<file path="src/rtl/fft_pkg.sv">
// Shared definitions for the SDF FFT stages: FSM encoding plus the rounding and
// saturation helpers, which operate on 64-bit signed intermediates.
package fft_pkg;

  localparam logic [1:0] ST_FILL   = 2'd0;
  localparam logic [1:0] ST_FIRST  = 2'd1;
  localparam logic [1:0] ST_SECOND = 2'd2;

  // Round half up, then arithmetic shift right by sh (sh >= 1).
  function automatic logic signed [63:0] fn_round_shr(input logic signed [63:0] v, input int sh);
    logic signed [63:0] bias;
    bias = 64'sd1 <<< (sh - 1);
    return (v + bias) >>> sh;
  endfunction

  function automatic logic fn_ovf(input logic signed [63:0] v, input int w);
    logic signed [63:0] hi;
    logic signed [63:0] lo;
    hi = (64'sd1 <<< (w - 1)) - 64'sd1;
    lo = -(64'sd1 <<< (w - 1));
    return (v > hi) || (v < lo);
  endfunction

  function automatic logic signed [63:0] fn_sat(input logic signed [63:0] v, input int w);
    logic signed [63:0] hi;
    logic signed [63:0] lo;
    hi = (64'sd1 <<< (w - 1)) - 64'sd1;
    lo = -(64'sd1 <<< (w - 1));
    if (v > hi) return hi;
    else if (v < lo) return lo;
    else return v;
  endfunction

endpackage

</file>
<file path="src/rtl/sdf_delay_line.sv">
// Complex feedback delay of DEPTH samples; shifts only when en is high.
module sdf_delay_line #(
  parameter int DW    = 16,
  parameter int DEPTH = 16
) (
  input  logic                 clk,
  input  logic                 rst,
  input  logic                 en,
  input  logic signed [DW-1:0] din_r,
  input  logic signed [DW-1:0] din_i,
  output logic signed [DW-1:0] dout_r,
  output logic signed [DW-1:0] dout_i
);

  logic signed [DW-1:0] r_line_r [DEPTH];
  logic signed [DW-1:0] r_line_i [DEPTH];

  always_ff @(posedge clk or posedge rst) begin
    if (rst) begin
      for (int i = 0; i < DEPTH; i++) begin
        r_line_r[i] <= '0;
        r_line_i[i] <= '0;
      end
    end else if (en) begin
      r_line_r[0] <= din_r;
      r_line_i[0] <= din_i;
      for (int i = 1; i < DEPTH; i++) begin
        r_line_r[i] <= r_line_r[i-1];
        r_line_i[i] <= r_line_i[i-1];
      end
    end
  end

  assign dout_r = r_line_r[DEPTH-1];
  assign dout_i = r_line_i[DEPTH-1];

endmodule

</file>
<file path="src/rtl/r2sdf_stage.sv">
// Radix-2 single-path delay-feedback FFT stage: butterfly on FIRST half-frame,
// twiddle multiply of the stored differences on SECOND half-frame.
module r2sdf_stage
  import fft_pkg::*;
#(
  parameter int DW    = 16,
  parameter int TW    = 8,
  parameter int FRAC  = 6,
  parameter int DEPTH = 16
) (
  input  logic                         clk,
  input  logic                         rst,
  input  logic                         in_valid,
  input  logic signed [DW-1:0]         in_r,
  input  logic signed [DW-1:0]         in_i,
  input  logic                         scale,
  output logic [$clog2(DEPTH)-1:0]     tw_addr,
  input  logic signed [TW-1:0]         tw_r,
  input  logic signed [TW-1:0]         tw_i,
  output logic                         out_valid,
  output logic signed [DW-1:0]         out_r,
  output logic signed [DW-1:0]         out_i,
  output logic                         ovf
);

  localparam int AW = $clog2(DEPTH);
  localparam int PW = DW + TW + 1;

  logic [1:0]           r_state;
  logic [AW-1:0]        r_cnt;
  logic                 r_out_valid;
  logic signed [DW-1:0] r_out_r, r_out_i;
  logic                 r_ovf;

  logic signed [DW-1:0] w_b_r, w_b_i, w_dl_din_r, w_dl_din_i;
  logic signed [DW:0]   w_sum_r, w_sum_i, w_dif_r, w_dif_i;
  logic signed [PW-1:0] w_mul_r, w_mul_i;
  logic signed [63:0]   w_sr, w_si, w_dr, w_di, w_pr, w_pi;
  logic                 w_ovf_now;

  sdf_delay_line #(.DW(DW), .DEPTH(DEPTH)) u_dl (
    .clk    (clk),
    .rst    (rst),
    .en     (in_valid),
    .din_r  (w_dl_din_r),
    .din_i  (w_dl_din_i),
    .dout_r (w_b_r),
    .dout_i (w_b_i)
  );

  // Butterfly at DW+1 bits so the carry is kept before optional halving.
  assign w_sum_r = (DW+1)'(in_r) + (DW+1)'(w_b_r);
  assign w_sum_i = (DW+1)'(in_i) + (DW+1)'(w_b_i);
  assign w_dif_r = (DW+1)'(w_b_r) - (DW+1)'(in_r);
  assign w_dif_i = (DW+1)'(w_b_i) - (DW+1)'(in_i);

  assign w_mul_r = PW'(w_b_r) * PW'(tw_r) - PW'(w_b_i) * PW'(tw_i);
  assign w_mul_i = PW'(w_b_r) * PW'(tw_i) + PW'(w_b_i) * PW'(tw_r);

  always_comb begin
    w_sr = scale ? fn_round_shr(64'(w_sum_r), 1) : 64'(w_sum_r);
    w_si = scale ? fn_round_shr(64'(w_sum_i), 1) : 64'(w_sum_i);
    w_dr = scale ? fn_round_shr(64'(w_dif_r), 1) : 64'(w_dif_r);
    w_di = scale ? fn_round_shr(64'(w_dif_i), 1) : 64'(w_dif_i);
    w_pr = fn_round_shr(64'(w_mul_r), FRAC);
    w_pi = fn_round_shr(64'(w_mul_i), FRAC);

    w_ovf_now = 1'b0;
    if (in_valid && r_state == ST_FIRST)
      w_ovf_now = fn_ovf(w_sr, DW) | fn_ovf(w_si, DW) | fn_ovf(w_dr, DW) | fn_ovf(w_di, DW);
    else if (in_valid && r_state == ST_SECOND)
      w_ovf_now = fn_ovf(w_pr, DW) | fn_ovf(w_pi, DW);

    w_dl_din_r = in_r;
    w_dl_din_i = in_i;
    if (r_state == ST_FIRST) begin
      w_dl_din_r = DW'(fn_sat(w_dr, DW));
      w_dl_din_i = DW'(fn_sat(w_di, DW));
    end
  end

  assign tw_addr = (r_state == ST_SECOND) ? r_cnt : '0;

  always_ff @(posedge clk or posedge rst) begin
    if (rst) begin
      r_state     <= ST_FILL;
      r_cnt       <= '0;
      r_out_valid <= 1'b0;
      r_out_r     <= '0;
      r_out_i     <= '0;
      r_ovf       <= 1'b0;
    end else begin
      r_out_valid <= in_valid && (r_state == ST_FIRST || r_state == ST_SECOND);
      r_ovf       <= r_ovf | w_ovf_now;
      if (in_valid) begin
        r_cnt <= r_cnt + AW'(1);
        if (r_state == ST_FIRST) begin
          r_out_r <= DW'(fn_sat(w_sr, DW));
          r_out_i <= DW'(fn_sat(w_si, DW));
        end else if (r_state == ST_SECOND) begin
          r_out_r <= DW'(fn_sat(w_pr, DW));
          r_out_i <= DW'(fn_sat(w_pi, DW));
        end
        // Counter wraps on the same sample that ends each half-frame.
        if (r_cnt == AW'(DEPTH - 1)) begin
          case (r_state)
            ST_FILL:   r_state <= ST_FIRST;
            ST_FIRST:  r_state <= ST_SECOND;
            ST_SECOND: r_state <= ST_FIRST;
            default:   r_state <= ST_FILL;
          endcase
        end
      end
    end
  end

  assign out_valid = r_out_valid;
  assign out_r     = r_out_r;
  assign out_i     = r_out_i;
  assign ovf       = r_ovf;

endmodule

</file>
<file path="config.mk">
export PLATFORM = sky130hd
export DESIGN_NAME = r2sdf_stage
export DESIGN_NICKNAME = d
export VERILOG_FILES = /design/src/rtl/fft_pkg.sv /design/src/rtl/sdf_delay_line.sv /design/src/rtl/r2sdf_stage.sv
export SDC_FILE = /design/constraint.sdc
export NUM_CORES = 2
export LEC_CHECK = 0
export CAP_MARGIN = 10
export CORE_UTILIZATION = 45
export DETAILED_ROUTE_END_ITERATION = 12
export GPL_ROUTABILITY_DRIVEN = 0
export SYNTH_ARGS = -nofsm -noshare
export SYNTH_HDL_FRONTEND = slang
export SYNTH_SLANG_ARGS = --single-unit
export TNS_END_PERCENT = 50
</file>
<file path="constraint.sdc">
create_clock -name clk -period 34.6 [get_ports clk]
set_input_delay 3.46 -clock clk [delete_from_list [all_inputs] [get_ports clk]]
set_output_delay 3.46 -clock clk [all_outputs]
set_load 0.01 [all_outputs]
</file>
==> impl_metrics.csv <==
group,metric,value,unit
outcome,status,"finished, final reports clean",
floorplanning,die_area,0.103,mm^2
sta,finClkSkew,0.0720,ns
cts,clock_latency,0.66,ns
global_routing,grt_usage,21.7,%
yosys,seq_area_frac_synth,30.2,%
placed_design,dp_hpwl,80600,um
yosys,synth_area,0.0457,mm^2
critical_path,arrival,11.82,ns
sta,final-setup-viol-count,0,
detailed_routing,drtAntennaViolNets,0,
detailed_routing,via_per_inst,5.33,
job,drv_cap,0,
sta,tightestPinTransition,1.11,ns
cts,clock-sinks,552,
critical_path,startpoint,"tw_r[7]",
critical_path,cp_max_fo,15,
worst_hold_path,hold_class,"reg2reg",
final_layout,area_delta_synth_final,9.30,%
sta,period_minus_slack,11.32,ns
floorplanning,initial_core_util,45.5,%
floorplanning,fp.dieW,321,um
sta,setup_tns,0,ns
yosys,synth_edf_count,0,
final_layout,diodes,0,
global_routing,antenna_found_initial,8,
final_layout,nets,5164,
critical_path,required,35.11,ns
sta,finalMaxSlewViolations,0,
sta,rsz0062_at_grt,"no",
cts,cts_max_level,2,
floorplanning,die_h,321,um
detailed_routing,dr.pass1.iters,6,
yosys,ys_top_cells_by_area,"dfrtp_1 (30%), fa_1 (23%), mux2_2 (12%)",
critical_path,startpoint_type,"input pin",
final_layout,layout-drive-gt1-share,15.7,%
yosys,ys_types,93,
cts,postCtsHoldBufs,0,
detailed_routing,routed_wl,107000,um
yosys,yosys_warnings,0,
floorplanning,ios,90,
cts,clk_pin_slew,0.06,ns
cts,cts_buffer_depth,3,
yosys,synth_top_area_share,30.2,%
floorplanning,core,0.100,mm^2
critical_path,r2r_start,"u_dl.dout_i[4]",
yosys,postSynthAreaPerCell,10.4,um^2
sta,hold_viol,0,
cts,cts_resized,0,
global_routing,grt-ovfl-total,0,
global_routing,grt_pass1_wl,177000,um
cts,numCtsBuffers,59,
yosys,ys_ff_latch,552,
cts,postCtsSetupRepairBufs,0,
floorplanning,rows,116,
sta,slew_headroom,24.9,%
global_routing,grt_pass1_vias,31600,
yosys,synth_ff_type,"dfrtp_1",
detailed_routing,drtIter0Drc,2158,
cts,root_buffer,"clkbuf_16",
sta,period_share,32.7,%
yosys,async_reset_ff_share,100,%
critical_path,endpoint_kind,"register",
yosys,syn_inst,4379,
detailed_routing,num_vias,30800,
cts,cts_tree,"yes",
yosys,synth_top_cell_by_area,"dfrtp_1",
detailed_routing,drc,0,
yosys,syn_nets,5165,
detailed_routing,routedWlPerCell,18.6,um
worst_hold_path,hp-start,"u_dl.r_line_i[31]",
global_routing,grt_max_degree,166,
critical_path,critPathKind,"in2reg",
sta,max_freq,88.4,MHz
placed_design,io_buffers,89,
-- placed cells by master, fill, tap and decap left out, types with 26 or more instances in the layout --
cell,Yosys,final
a211oi_1,27,27
a21o_1,38,38
a21oi_1,149,149
a31oi_1,31,31
and2_1,255,255
buf_4,3,59
clkbuf_16,0,59
clkdlybuf4s50_1,0,86
dfrtp_1,552,552
fa_1,518,518
ha_1,216,216
inv_1,697,696
mux2_2,480,480
nand2_1,343,343
nand2b_1,27,27
nand3_1,28,28
nor2_1,165,165
nor3_1,33,33
o211ai_1,38,38
o21ai_0,129,129
xnor2_1,78,78
xor2_1,26,26
-- logic make-up (layout without fill, tap and decap cells) --
kind of cell	count (synthesis)	after routing	share of synthesized area (%)
AND/OR/NAND/NOR	995	995	10.9
AO/OA/AOI/OAI	587	587	8.47
multiplexers	497	497	12.2
adder cells (fa/ha/maj)	734	734	28.6
buffers and inverters	910	958	7.60
XOR/XNOR	104	104	1.99
flip-flops	552	552	30.2
-- flip-flops by register name, indices dropped and copies added (netlist names) --
name and cells:
u_dl.dout_i 16, out_i 16, r_cnt 4, out_r 16
ovf 1, u_dl.dout_r 16, r_state 2, u_dl.r_line_i 240
u_dl.r_line_r 240, out_valid 1
-- metrics by stage --
step | cells | area [um^2] | util [%] | setup WS, ns | hold slack (ns)
finish | 5784 | 50000 | 49.8 | 23.28 | 0.487
global placement | 5674 | 47900 | 47.7 | 22.80 | 0.459
floorplan | 4379 | 45700 | - | 15.71 | 0.449
CTS | 5784 | 50000 | 49.8 | 23.39 | 0.482
global route | 5784 | 50000 | 49.8 | 22.82 | 0.500
detailed placement | 5674 | 47900 | 47.7 | 22.76 | 0.469
-- final cells by class --
class	instances	area, um^2
inverters	700	2640
flip-flops and latches	552	13800
clock buffers	87	1730
fillers	9311	50500
clock inverters	23	294
repair buffers	148	1340
well taps	1357	1700
multi-input cells	2917	28500
-- Yosys cell counts, types with 7 or more instances --
library cell,number
fa_1,518
a31oi_1,31
a2111oi_0,7
nor2_1,165
or2_2,15
o311ai_0,7
xor2_1,26
a21o_1,38
and3_1,16
clkbuf_1,189
inv_1,697
a211o_1,18
o21a_1,10
nand4_1,24
nor4_1,14
nand2_1,343
mux2i_1,17
o21ai_1,12
nand2b_1,27
a21oi_1,149
ha_1,216
o211ai_1,38
xnor2_1,78
or3_1,12
dfrtp_1,552
mux2_2,480
a21oi_2,8
nand3_1,28
o31ai_1,15
o21bai_1,11
buf_2,12
a211oi_1,27
a221o_1,7
o21ai_0,129
and2_1,255
nor3_1,33
nor2b_1,21
-- critical path, cell delays in order --
cell             delay [ns]
clkdlybuf4s50_1        0.73
clkinv_1               0.53
nor2_1                 0.31
fa_1                   0.45
fa_1                   0.51
fa_1                   0.52
fa_1                   0.53
fa_1                   0.57
inv_1                  0.07
fa_1                   0.53
inv_1                  0.04
ha_1                   0.33
a21oi_1                0.15
o21ai_0                0.08
a31oi_1                0.49
o21ai_1                0.32
o31ai_1                0.31
xnor2_1                0.17
o41ai_2                1.03
o21ai_0                0.21
a22o_1                 0.25
a31o_2                 0.20
-- path summary, 6_finish.rpt --
kind / end / slack [ns] / cells after the start
worst max-delay path: out_i[13] / 23.28 / 22
worst min-delay path: u_dl.dout_i[15] / 0.49 / 2
worst max register to register: out_i[13] / 26.39 / 21
worst min register to register: u_dl.dout_i[15] / 0.49 / 2
max in group asynchronous: u_dl.r_line_r[174] / 28.93 / 4
min in group asynchronous: u_dl.r_line_i[120] / 3.33 / 2
-- routing by layer --
metal	vias to the layer above	GRT usage, %	wire length [um]
li1	14200	-	-
met1	15800	31.9	50300
met2	698	34.3	48900
met3	126	2.82	6020
met4	2	4.81	2200
met5	-	0	13
Power is left out: the tool's default activity adds up to more than one toggle a clock period on the data nets, which glitch-free logic cannot reach.
